--- config.mk ---
export PLATFORM = sky130hd
export DESIGN_NAME = keypad_scanner
export DESIGN_NICKNAME = d
export VERILOG_FILES = /design/src/rtl/keypad_pkg.sv /design/src/rtl/keypad_row_sync.sv /design/src/rtl/keypad_scanner.sv
export SDC_FILE = /design/constraint.sdc
export NUM_CORES = 1
export LEC_CHECK = 0
export CORE_MARGIN = 4
export CORE_UTILIZATION = 50
export CTS_BUF_LIST = sky130_fd_sc_hd__clkbuf_2
export DETAILED_ROUTE_END_ITERATION = 12
export PLACE_DENSITY = 0.71
export REMOVE_ABC_BUFFERS = 1
export SKIP_LAST_GASP = 1
export SYNTH_ARGS = -nofsm -noshare
export SYNTH_HDL_FRONTEND = slang
export SYNTH_HIERARCHICAL = 1
export SYNTH_SLANG_ARGS = --single-unit
--- constraint.sdc ---
create_clock -name clk -period 3.85 [get_ports clk]
set_input_delay 0.5775 -clock clk [delete_from_list [all_inputs] [get_ports clk]]
set_output_delay 0.5775 -clock clk [all_outputs]
set_load 0.02 [all_outputs]
--- src/rtl/keypad_pkg.sv ---
// -----------------------------------------------------------------------------
// keypad_pkg
// Shared definitions for the 4x4 matrix keypad scanner:
//   KEY_ENTER / KEY_DONE : key codes that map to the enter / input-done strobes
//   kp_state_t           : scanner FSM states
//   keymap()             : (row, column) position -> hex key code (Pmod KYPD layout)
// -----------------------------------------------------------------------------
package keypad_pkg;

    localparam logic [3:0] KEY_ENTER = 4'hE;
    localparam logic [3:0] KEY_DONE  = 4'hD;

    typedef enum logic [1:0] {
        SCAN,
        CONFIRM,
        PRESSED
    } kp_state_t;

    // Layout, column 0 leftmost:
    //   r0: 1 2 3 A | r1: 4 5 6 B | r2: 7 8 9 C | r3: 0 F E D
    function automatic logic [3:0] keymap(input logic [1:0] row_idx,
                                          input logic [1:0] col_idx);
        logic [3:0] code;
        code = 4'h0;
        case ({row_idx, col_idx})
            4'h0:    code = 4'h1;
            4'h1:    code = 4'h2;
            4'h2:    code = 4'h3;
            4'h3:    code = 4'hA;
            4'h4:    code = 4'h4;
            4'h5:    code = 4'h5;
            4'h6:    code = 4'h6;
            4'h7:    code = 4'hB;
            4'h8:    code = 4'h7;
            4'h9:    code = 4'h8;
            4'hA:    code = 4'h9;
            4'hB:    code = 4'hC;
            4'hC:    code = 4'h0;
            4'hD:    code = 4'hF;
            4'hE:    code = 4'hE;
            default: code = 4'hD;
        endcase
        return code;
    endfunction

endpackage

--- src/rtl/keypad_row_sync.sv ---
// -----------------------------------------------------------------------------
// keypad_row_sync
// Two-flop synchroniser for the asynchronous, active-low keypad rows.
// Resets to all-high so an idle keypad is seen from the first cycle.
//   clk      in   system clock
//   rst      in   asynchronous reset, active-high
//   row_n_i  in   raw keypad rows (active-low, asynchronous)
//   rs_o     out  synchronised rows
// -----------------------------------------------------------------------------
module keypad_row_sync (
    input  logic       clk,
    input  logic       rst,
    input  logic [3:0] row_n_i,
    output logic [3:0] rs_o
);

    logic [3:0] meta_q;
    logic [3:0] sync_q;

    always_ff @(posedge clk or posedge rst) begin
        if (rst) begin
            meta_q <= 4'hF;
            sync_q <= 4'hF;
        end else begin
            meta_q <= row_n_i;
            sync_q <= meta_q;
        end
    end

    assign rs_o = sync_q;

endmodule

--- src/rtl/keypad_scanner.sv ---
// -----------------------------------------------------------------------------
// keypad_scanner
// Scans a 4x4 matrix keypad one column at a time, debounces the synchronised
// rows and emits exactly one event per physical press (a held key never
// repeats). Digit keys raise digit_valid, E raises enter_pulse, D raises
// done_pulse, each together with key_valid for one cycle.
//   clk          in   system clock
//   rst          in   asynchronous reset, active-high
//   row_n        in   keypad rows, active-low, asynchronous
//   col_n        out  column drive, exactly one column low
//   key_code     out  last accepted key, held until the next one
//   key_valid    out  one-cycle pulse per accepted press
//   key_held     out  high from key_valid until the release is accepted
//   digit_valid  out  key_valid for keys other than E / D
//   enter_pulse  out  key_valid for key E
//   done_pulse   out  key_valid for key D
// -----------------------------------------------------------------------------
module keypad_scanner
    import keypad_pkg::*;
#(
    parameter int SCAN_CYCLES    = 100000,
    parameter int DEBOUNCE_SCANS = 4
) (
    input  logic       clk,
    input  logic       rst,
    input  logic [3:0] row_n,
    output logic [3:0] col_n,
    output logic [3:0] key_code,
    output logic       key_valid,
    output logic       key_held,
    output logic       digit_valid,
    output logic       enter_pulse,
    output logic       done_pulse
);

    localparam int DW = (SCAN_CYCLES > 1) ? $clog2(SCAN_CYCLES) : 1;
    localparam int BW = (DEBOUNCE_SCANS > 0) ? $clog2(DEBOUNCE_SCANS + 1) : 1;

    localparam logic [DW-1:0] DWELL_LAST = DW'(SCAN_CYCLES - 1);
    localparam logic [BW-1:0] DEB_DONE   = BW'(DEBOUNCE_SCANS);

    logic [3:0] rs;

    kp_state_t  state_q, state_d;
    logic [DW-1:0] dwell_q, dwell_d;
    logic [BW-1:0] deb_q, deb_d;
    logic [3:0] col_q, col_d;
    logic [3:0] pat_q, pat_d;
    logic [3:0] code_q, code_d;
    logic       valid_q, valid_d;
    logic       held_q, held_d;
    logic       digit_q, digit_d;
    logic       enter_q, enter_d;
    logic       done_q, done_d;

    logic       sample;
    logic [1:0] row_idx;
    logic [1:0] col_idx;
    logic [3:0] col_next;
    logic [3:0] new_code;

    keypad_row_sync u_row_sync (
        .clk     (clk),
        .rst     (rst),
        .row_n_i (row_n),
        .rs_o    (rs)
    );

    // Free-running dwell: samples stay on a fixed period regardless of state,
    // so a column advanced on release gets a slightly short first dwell. The
    // synchroniser still settles well before that column's sample.
    assign sample  = (dwell_q == DWELL_LAST);
    assign dwell_d = sample ? '0 : dwell_q + DW'(1);

    // Rotate left: col0 -> col1 -> col2 -> col3 -> col0.
    assign col_next = {col_q[2:0], col_q[3]};

    always_comb begin
        col_idx = 2'd3;
        case (col_q)
            4'b1110: col_idx = 2'd0;
            4'b1101: col_idx = 2'd1;
            4'b1011: col_idx = 2'd2;
            default: col_idx = 2'd3;
        endcase
    end

    // Lowest low row in the latched pattern wins when several rows are low.
    always_comb begin
        row_idx = 2'd3;
        for (int i = 3; i >= 0; i--) begin
            if (!pat_q[i]) row_idx = 2'(i);
        end
    end

    assign new_code = keymap(row_idx, col_idx);

    always_ff @(posedge clk or posedge rst) begin
        if (rst) begin
            state_q <= SCAN;
            dwell_q <= '0;
            deb_q   <= '0;
            col_q   <= 4'b1110;
            pat_q   <= 4'hF;
            code_q  <= 4'h0;
            valid_q <= 1'b0;
            held_q  <= 1'b0;
            digit_q <= 1'b0;
            enter_q <= 1'b0;
            done_q  <= 1'b0;
        end else begin
            state_q <= state_d;
            dwell_q <= dwell_d;
            deb_q   <= deb_d;
            col_q   <= col_d;
            pat_q   <= pat_d;
            code_q  <= code_d;
            valid_q <= valid_d;
            held_q  <= held_d;
            digit_q <= digit_d;
            enter_q <= enter_d;
            done_q  <= done_d;
        end
    end

    always_comb begin
        state_d = state_q;
        deb_d   = deb_q;
        col_d   = col_q;
        pat_d   = pat_q;
        code_d  = code_q;
        held_d  = held_q;
        valid_d = 1'b0;
        digit_d = 1'b0;
        enter_d = 1'b0;
        done_d  = 1'b0;

        case (state_q)
            SCAN: begin
                if (sample) begin
                    if (rs == 4'hF) begin
                        col_d = col_next;
                    end else begin
                        pat_d   = rs;
                        deb_d   = BW'(1);
                        state_d = CONFIRM;
                    end
                end
            end

            CONFIRM: begin
                // Acceptance is taken the cycle after the last matching
                // sample; it never coincides with a sample when dwell > 1.
                if (deb_q == DEB_DONE) begin
                    code_d  = new_code;
                    valid_d = 1'b1;
                    enter_d = (new_code == KEY_ENTER);
                    done_d  = (new_code == KEY_DONE);
                    digit_d = (new_code != KEY_ENTER) && (new_code != KEY_DONE);
                    held_d  = 1'b1;
                    deb_d   = '0;
                    state_d = PRESSED;
                end else if (sample) begin
                    if (rs == pat_q) begin
                        deb_d = deb_q + BW'(1);
                    end else begin
                        deb_d   = '0;
                        col_d   = col_next;
                        state_d = SCAN;
                    end
                end
            end

            PRESSED: begin
                // Column frozen: only the pressed key's column is watched,
                // so other keys are invisible until release is accepted.
                if (deb_q == DEB_DONE) begin
                    held_d  = 1'b0;
                    deb_d   = '0;
                    col_d   = col_next;
                    state_d = SCAN;
                end else if (sample) begin
                    deb_d = (rs == 4'hF) ? deb_q + BW'(1) : '0;
                end
            end

            default: begin
                deb_d   = '0;
                state_d = SCAN;
            end
        endcase
    end

    assign col_n       = col_q;
    assign key_code    = code_q;
    assign key_valid   = valid_q;
    assign key_held    = held_q;
    assign digit_valid = digit_q;
    assign enter_pulse = enter_q;
    assign done_pulse  = done_q;

endmodule

# ---- Word level (Yosys, flattened, before mapping)
# Memories as Yosys holds them, arrays and structs flattened.
# Index checks and enable logic that the tools add are counted.
dict set report totals {
  reg_bits 47
  out_inout_bits 13
  ramBits 0
  memories 1
  in_bits 6
  latch_bits 0
  romBits 64
}
# name words width read_ports rd_clocked_by_memory_dff wr line
set mem_list {}
lappend mem_list {{(no name shown)} 16 4 1 0 0 keypad_pkg.sv:25} ;# case ({row_idx, col_idx})
dict set report classes {
  n_shift 0
  div 0
  bitwise_logic 1
  muxes 39
  eq_ne 24
  reduce_logical 10
  add_sub_neg 2
  n_lt_le_gt_ge 0
  n_mul 0
}
# operator n
set ops {}
lappend ops {{$eq A4 B4 Y1 const B} 6}
lappend ops {{$mux W3} 8}
lappend ops {{$mux W4} 6}
lappend ops {{$add A17 B1 Y17 const B} 1}
lappend ops {{$eq A17 B17 Y1 const B} 1}
lappend ops {{$mux W17} 1}
lappend ops {{$mux W2} 8}
lappend ops {{$ne A2 B2 Y1 const B} 8}
lappend ops {{$pmux W2 S3} 2}
lappend ops {{$pmux W4 S3} 1}
lappend ops {{$mux W1} 11}
lappend ops {{$ne A3 B3 Y1 const B} 3}
lappend ops {{$pmux W3 S3} 1}
lappend ops {{$ne A4 B4 Y1 const B} 2}
lappend ops {{$reduce_and A7 Y1} 1}
lappend ops {{$reduce_and A3 Y1} 2}
lappend ops {{$reduce_and A5 Y1} 1}
lappend ops {{$eq A4 B4 Y1} 1}
lappend ops {{$reduce_and A4 Y1} 1}
lappend ops {{$add A3 B1 Y3 const B} 1}
lappend ops {{$eq A3 B3 Y1 const B} 1}
lappend ops {{$reduce_bool A3 Y1} 1}
lappend ops {{$eq A2 B1 Y1 const B} 1}
lappend ops {{$eq A2 B2 Y1 const B} 1}
lappend ops {{other kinds (6)} 6}

# ---- Logic depth before layout (Yosys ltp)
# An unclocked memory read counts as a cell.
dict set report depth {
  word_depth 8
  depth_mapped 7
  ltp_nobuf 7
}

# ---- Modules after synthesis
# Netlist, hierarchy kept.
# mod area_per_inst_um2 n_inst cells_per_inst
set modules_own_cells {}
lappend modules_own_cells {keypad_scanner 2000.7 1 195}
lappend modules_own_cells {keypad_row_sync 214.0 1 9}

# ---- Worst setup path after synthesis
# No wires, ideal clock.
dict set report synth_timing {
  path_kind {flip-flop to flip-flop}
  startpoint {register dwell_q[13]}
  endpoint {register col_q[0], in the netlist col_n[0]}
  required_ns 3.722
  arrival_ns 2.020
  slack_ns 1.702
  setup_ns 0.128
  path_stages_with_launch 6
  cell_sequence {dfrtp_1 -> or4b_4 -> nor4_4 -> a21oi_1 -> a221o_1 -> mux2_1}
}
dict set report synth_via {
  elab_chain_cells 3
}
# item line
set synth_rtl {}
lappend synth_rtl {{from (decl)} keypad_scanner.sv:45} ;# logic [DW-1:0] dwell_q, dwell_d;
lappend synth_rtl {{from (signal assigned)} keypad_scanner.sv:113} ;# dwell_q <= dwell_d;
lappend synth_rtl {{$eq A17 B17 Y1 (*)} keypad_scanner.sv:72} ;# assign sample = (dwell_q == DWELL_LAST);
lappend synth_rtl {{$ne A2 B2 Y1 (no source line)} --}
lappend synth_rtl {{$reduce_and A7 Y1 (no source line) (*)} --}
lappend synth_rtl {{to (signal assigned)} keypad_scanner.sv:115} ;# col_q <= col_d;
lappend synth_rtl {{to (decl)} keypad_scanner.sv:47} ;# logic [3:0] col_q, col_d;
# Every way passes the cells marked *; elsewhere a longest branch is shown, timed or not.
# A chain may end at the register's enable or synchronous reset.

# ---- Worst setup path in the final report
# Same ends and word-level chain as after synthesis.

==> summary.md <==
| Metric | Value |
|---|---|
| Startpoint types | register |
| Initial DRC Count | 111 |
| Slew Viols, Final | 0 |
| Post-route clock period utilization | 70.6% |
| DR pass1 iterations | 4 |
| CTS tree | built |
| Yosys reg bits | 47 |
| Synthesis-to-layout area growth | 13.7% |
| PD cells | around 310 nW/um2 |
| Row cnt | 23 |
| Worst-Margin Slew | 0.774 ns |
| CTS H-tree lvls | 2 |
| Max IR drop VDD | around 190 uV |
| CP Max Fanout | 14 |
| Final Hold Viols | 0 |
| Finished Layout Cells | between 200 and 300 |
| Vias/cell | approximately 5.9 |
| CTS root buf | clkbuf_2 |
| DRC violations left | 0 |
| Slowest library cell on the worst path | nor4_4 |
| Clock Sinks | 47 |
| Setup crit end kind | register |
| Syn Inst Count | roughly 200 |
| Pleak | 0.00105 uW |
| Clock transition at the registers of the reported paths | roughly 0.25 ns |
| Comb power frac | between 2 and 2.5% |
| Die Y | about 75 um |
| CORE AREA | 4140 um2 |
| Cell variety after synth | 41 |
| Internal Power | between 600 and 700 uW |
| CTS Buf Count | 5 |
| Clock Power Share | approximately 34% |
| Clock Skew | 0.0258 ns |
| Worst-skew pair later-pin latency | roughly 0.41 ns |
| CTS Buffer Depth | 2 |
| Synth area leader | dfrtp_1 |
| Total wire length | between 4 and 5 mm |
| I/O Buffers | 18 |
| HPWL after DPL | 3.07 mm |
| Inst Count DP | between 200 and 300 |
| Synth warn | 6 |
| Starting Density | about 53% |
| First-pass GRT wire length | roughly 7.6 mm |
| Antenna cells | 0 |
| Number of I/O pins | 19 |
| Hold-fix buffers at CTS | 0 |
| Critical Path AT | between 3 and 4 ns |
| Fin nets | between 200 and 250 |
| Width of the chip | about 75 um |
| Area contributors post-synth | dfrtp_1, dfstp_2, xnor2_1 |
| DIE AREA | ~5600 um2 |
| RSZ-0062 raised after global routing | false |
| Max-Cap Viols | 0 |
| Hold Crit Class | register to register |
| WL per Instance | about 16 um |
| WS Path Type | register to register |
| GRT Total Usage | between 10% and 20% |
| Largest net degree at the start of global routing | 40 |
| Layout fillers | about 340 |
| Sw frac | a little over a fifth |
| Status | finished clean |
| Vias in the first global route | roughly 1700 |
| Antenna violations before repair | 0 |
| Final Critical Period | around 2.7 ns |
| Gr ovfl total | 0 |
| Sequential share of the synthesized area | a little over half |
| Slew Limit Headroom | between 40 and 50% |
| Worst path required time | between 4 and 5 ns |
| Yosys top cell area share | between 30% and 40% |
| Setup bufs post-CTS | 0 |
| Max incr delay on CP | 0.71 ns |
| Synthesized area | 2210 um2 |
| Worst path cell trace | or4b_4, nor4_4, a21oi_1, a221o_1, mux2_1 |
| Routed Antenna Nets | 0 |
| Fmax | ~0.37 GHz |
| Setup TNS | 0 ns |
| Sw power | 173 uW |
| Avg Inst Size Synth | around 11 um2 |
| Setup Viol. Count Final | 0 |
| Flop pwr share | a little under two thirds |
| Resized Gates After CTS | 0 |
| Routability cong. | 0.853 |
| Vias after detailed routing | roughly 1600 |
| Layout cells sized above 1 | between 10% and 20% |
[cell type report]
| type | count | area [um2] | area share [%] |
|---|---|---|---|
| flip-flops and latches | 47 | 1190 | 47.4 |
| multi-input cells | 142 | 963 | 38.3 |
| repair buffers | 19 | 188 | 7.45 |
| well taps | 50 | 62.6 | 2.48 |
| clock inverters | 3 | 43.8 | 1.74 |
| inverters | 11 | 41.3 | 1.64 |
| clock buffers | 5 | 25.0 | 0.994 |
[layout by cell type, fill, tap and decap left out, types with 3 or more instances in the layout]
cell,count
nor2_1,15
inv_1,11
nand2_1,13
o21ai_0,7
nand3_1,16
dfrtp_1,32
nand4b_1,3
o31ai_1,3
ha_1,4
a21oi_1,10
nand2b_1,3
xor2_1,6
mux2_2,5
clkdlybuf4s50_1,18
or2_2,4
mux2_1,4
xnor2_1,15
nand4_1,5
nor2b_1,3
dfstp_2,15
clkbuf_2,5
[final timing paths]
check,start,endpoint,slack (ns),cells past startpoint
worst min-delay path,u_row_sync/meta_q[0]$_DFF_PP1_,u_row_sync/rs_o[0]$_DFF_PP1_,0.37,0
min in group asynchronous,rst,deb_q[0]$_DFFE_PP0P_,0.55,3
worst max register to register,dwell_q[13]$_DFF_PP0_,col_n[0]$_DFFE_PP0P_,1.13,5
max in group asynchronous,rst,pat_q[3]$_DFFE_PP1P_,2.88,3
worst min register to register,u_row_sync/meta_q[0]$_DFF_PP1_,u_row_sync/rs_o[0]$_DFF_PP1_,0.37,0
worst max-delay path,dwell_q[13]$_DFF_PP0_,col_n[0]$_DFFE_PP0P_,1.13,5
[through the flow]
stage	utilization, %	area, um2	hold WS [ns]	power, uW	setup slack [ns]
global route	60.8	2520	0.377	826	1.01
global placement	59.1	2450	0.348	532	1.33
detailed placement	59.1	2450	0.348	533	1.20
finish	60.8	2520	0.373	793	1.13
CTS	60.8	2520	0.374	803	1.13
floorplan	-	2200	0.345	523	1.47
[cells in the mapped netlist]
| library cell | number |
|---|---|
| or4b_4 | 1 |
| or4b_1 | 1 |
| nand4_1 | 5 |
| and3_1 | 2 |
| a22o_1 | 1 |
| dfrtp_1 | 32 |
| o31ai_1 | 3 |
| nand2_1 | 13 |
| nor3_1 | 2 |
| nor3b_1 | 2 |
| nand4b_1 | 3 |
| o21ai_0 | 7 |
| nand2b_1 | 3 |
| a21o_1 | 1 |
| mux2_1 | 4 |
| and2_1 | 1 |
| a221o_1 | 1 |
| mux2_2 | 5 |
| and4_1 | 1 |
| a21boi_0 | 2 |
| o22ai_1 | 1 |
| clkbuf_1 | 4 |
| xor2_1 | 6 |
| a211oi_1 | 2 |
| a31oi_1 | 1 |
| o311ai_0 | 1 |
| o32ai_1 | 1 |
| a32oi_1 | 1 |
| dfstp_2 | 15 |
| nor2_1 | 15 |
| nor4b_1 | 1 |
| inv_1 | 11 |
| xnor2_1 | 15 |
| or2_2 | 4 |
| nor4_1 | 1 |
| o211ai_1 | 1 |
| ha_1 | 4 |
| nand3_1 | 16 |
| nor2b_1 | 3 |
| nor4_4 | 1 |
| a21oi_1 | 10 |
[power by group through the flow]
stage / combinational (uW) / clock (uW) / sequential [uW]
floorplan: 10.1 / 0 / 512
CTS: 19.7 / 278 / 506
global route: 21.6 / 298 / 506
finish: 18.7 / 268 / 505
detailed placement: 19.5 / 0 / 513
global placement: 18.6 / 0 / 513
[flip-flops by register name, indices dropped and copies added (netlist names)]
name / flops
dwell_q: 17
col_n: 4
key_code: 4
pat_q: 4
u_row_sync/meta_q: 4
u_row_sync/rs_o: 4
deb_q: 3
state_q: 2
digit_valid: 1
done_pulse: 1
enter_pulse: 1
key_held: 1
key_valid: 1
[logic make-up (layout without fill, tap and decap cells)]
group | Yosys count | in the layout | synth area share [%]
xor gates and xnor gates | 21 | 21 | 8.31
and+or+nand+nor | 75 | 75 | 18.9
AOI/OAI and AO/OA | 33 | 33 | 9.49
DFF | 47 | 47 | 54.0
adders and majority gates | 4 | 4 | 2.26
muxes | 9 | 9 | 4.58
buffers and inverters | 15 | 38 | 2.54
[worst max-delay path, delay by kind of cell (launching register included)]
kind,cells,cell delay [ns]
AND/OR/NAND/NOR,2,1.27
AO/OA/AOI/OAI,2,0.51
flip-flops,1,0.48
multiplexers,1,0.34
[layer usage]
layer,part of all wire (%),wire (um),GRT usage (%),up-vias
met5,0,0,0,-
met4,0.62,27,5.53,0
met3,5.1,223,3.92,4
met2,49,2130,28.8,54
met1,45,1970,24.1,805
li1,-,-,-,762
(Power assumes the default switching activity.)
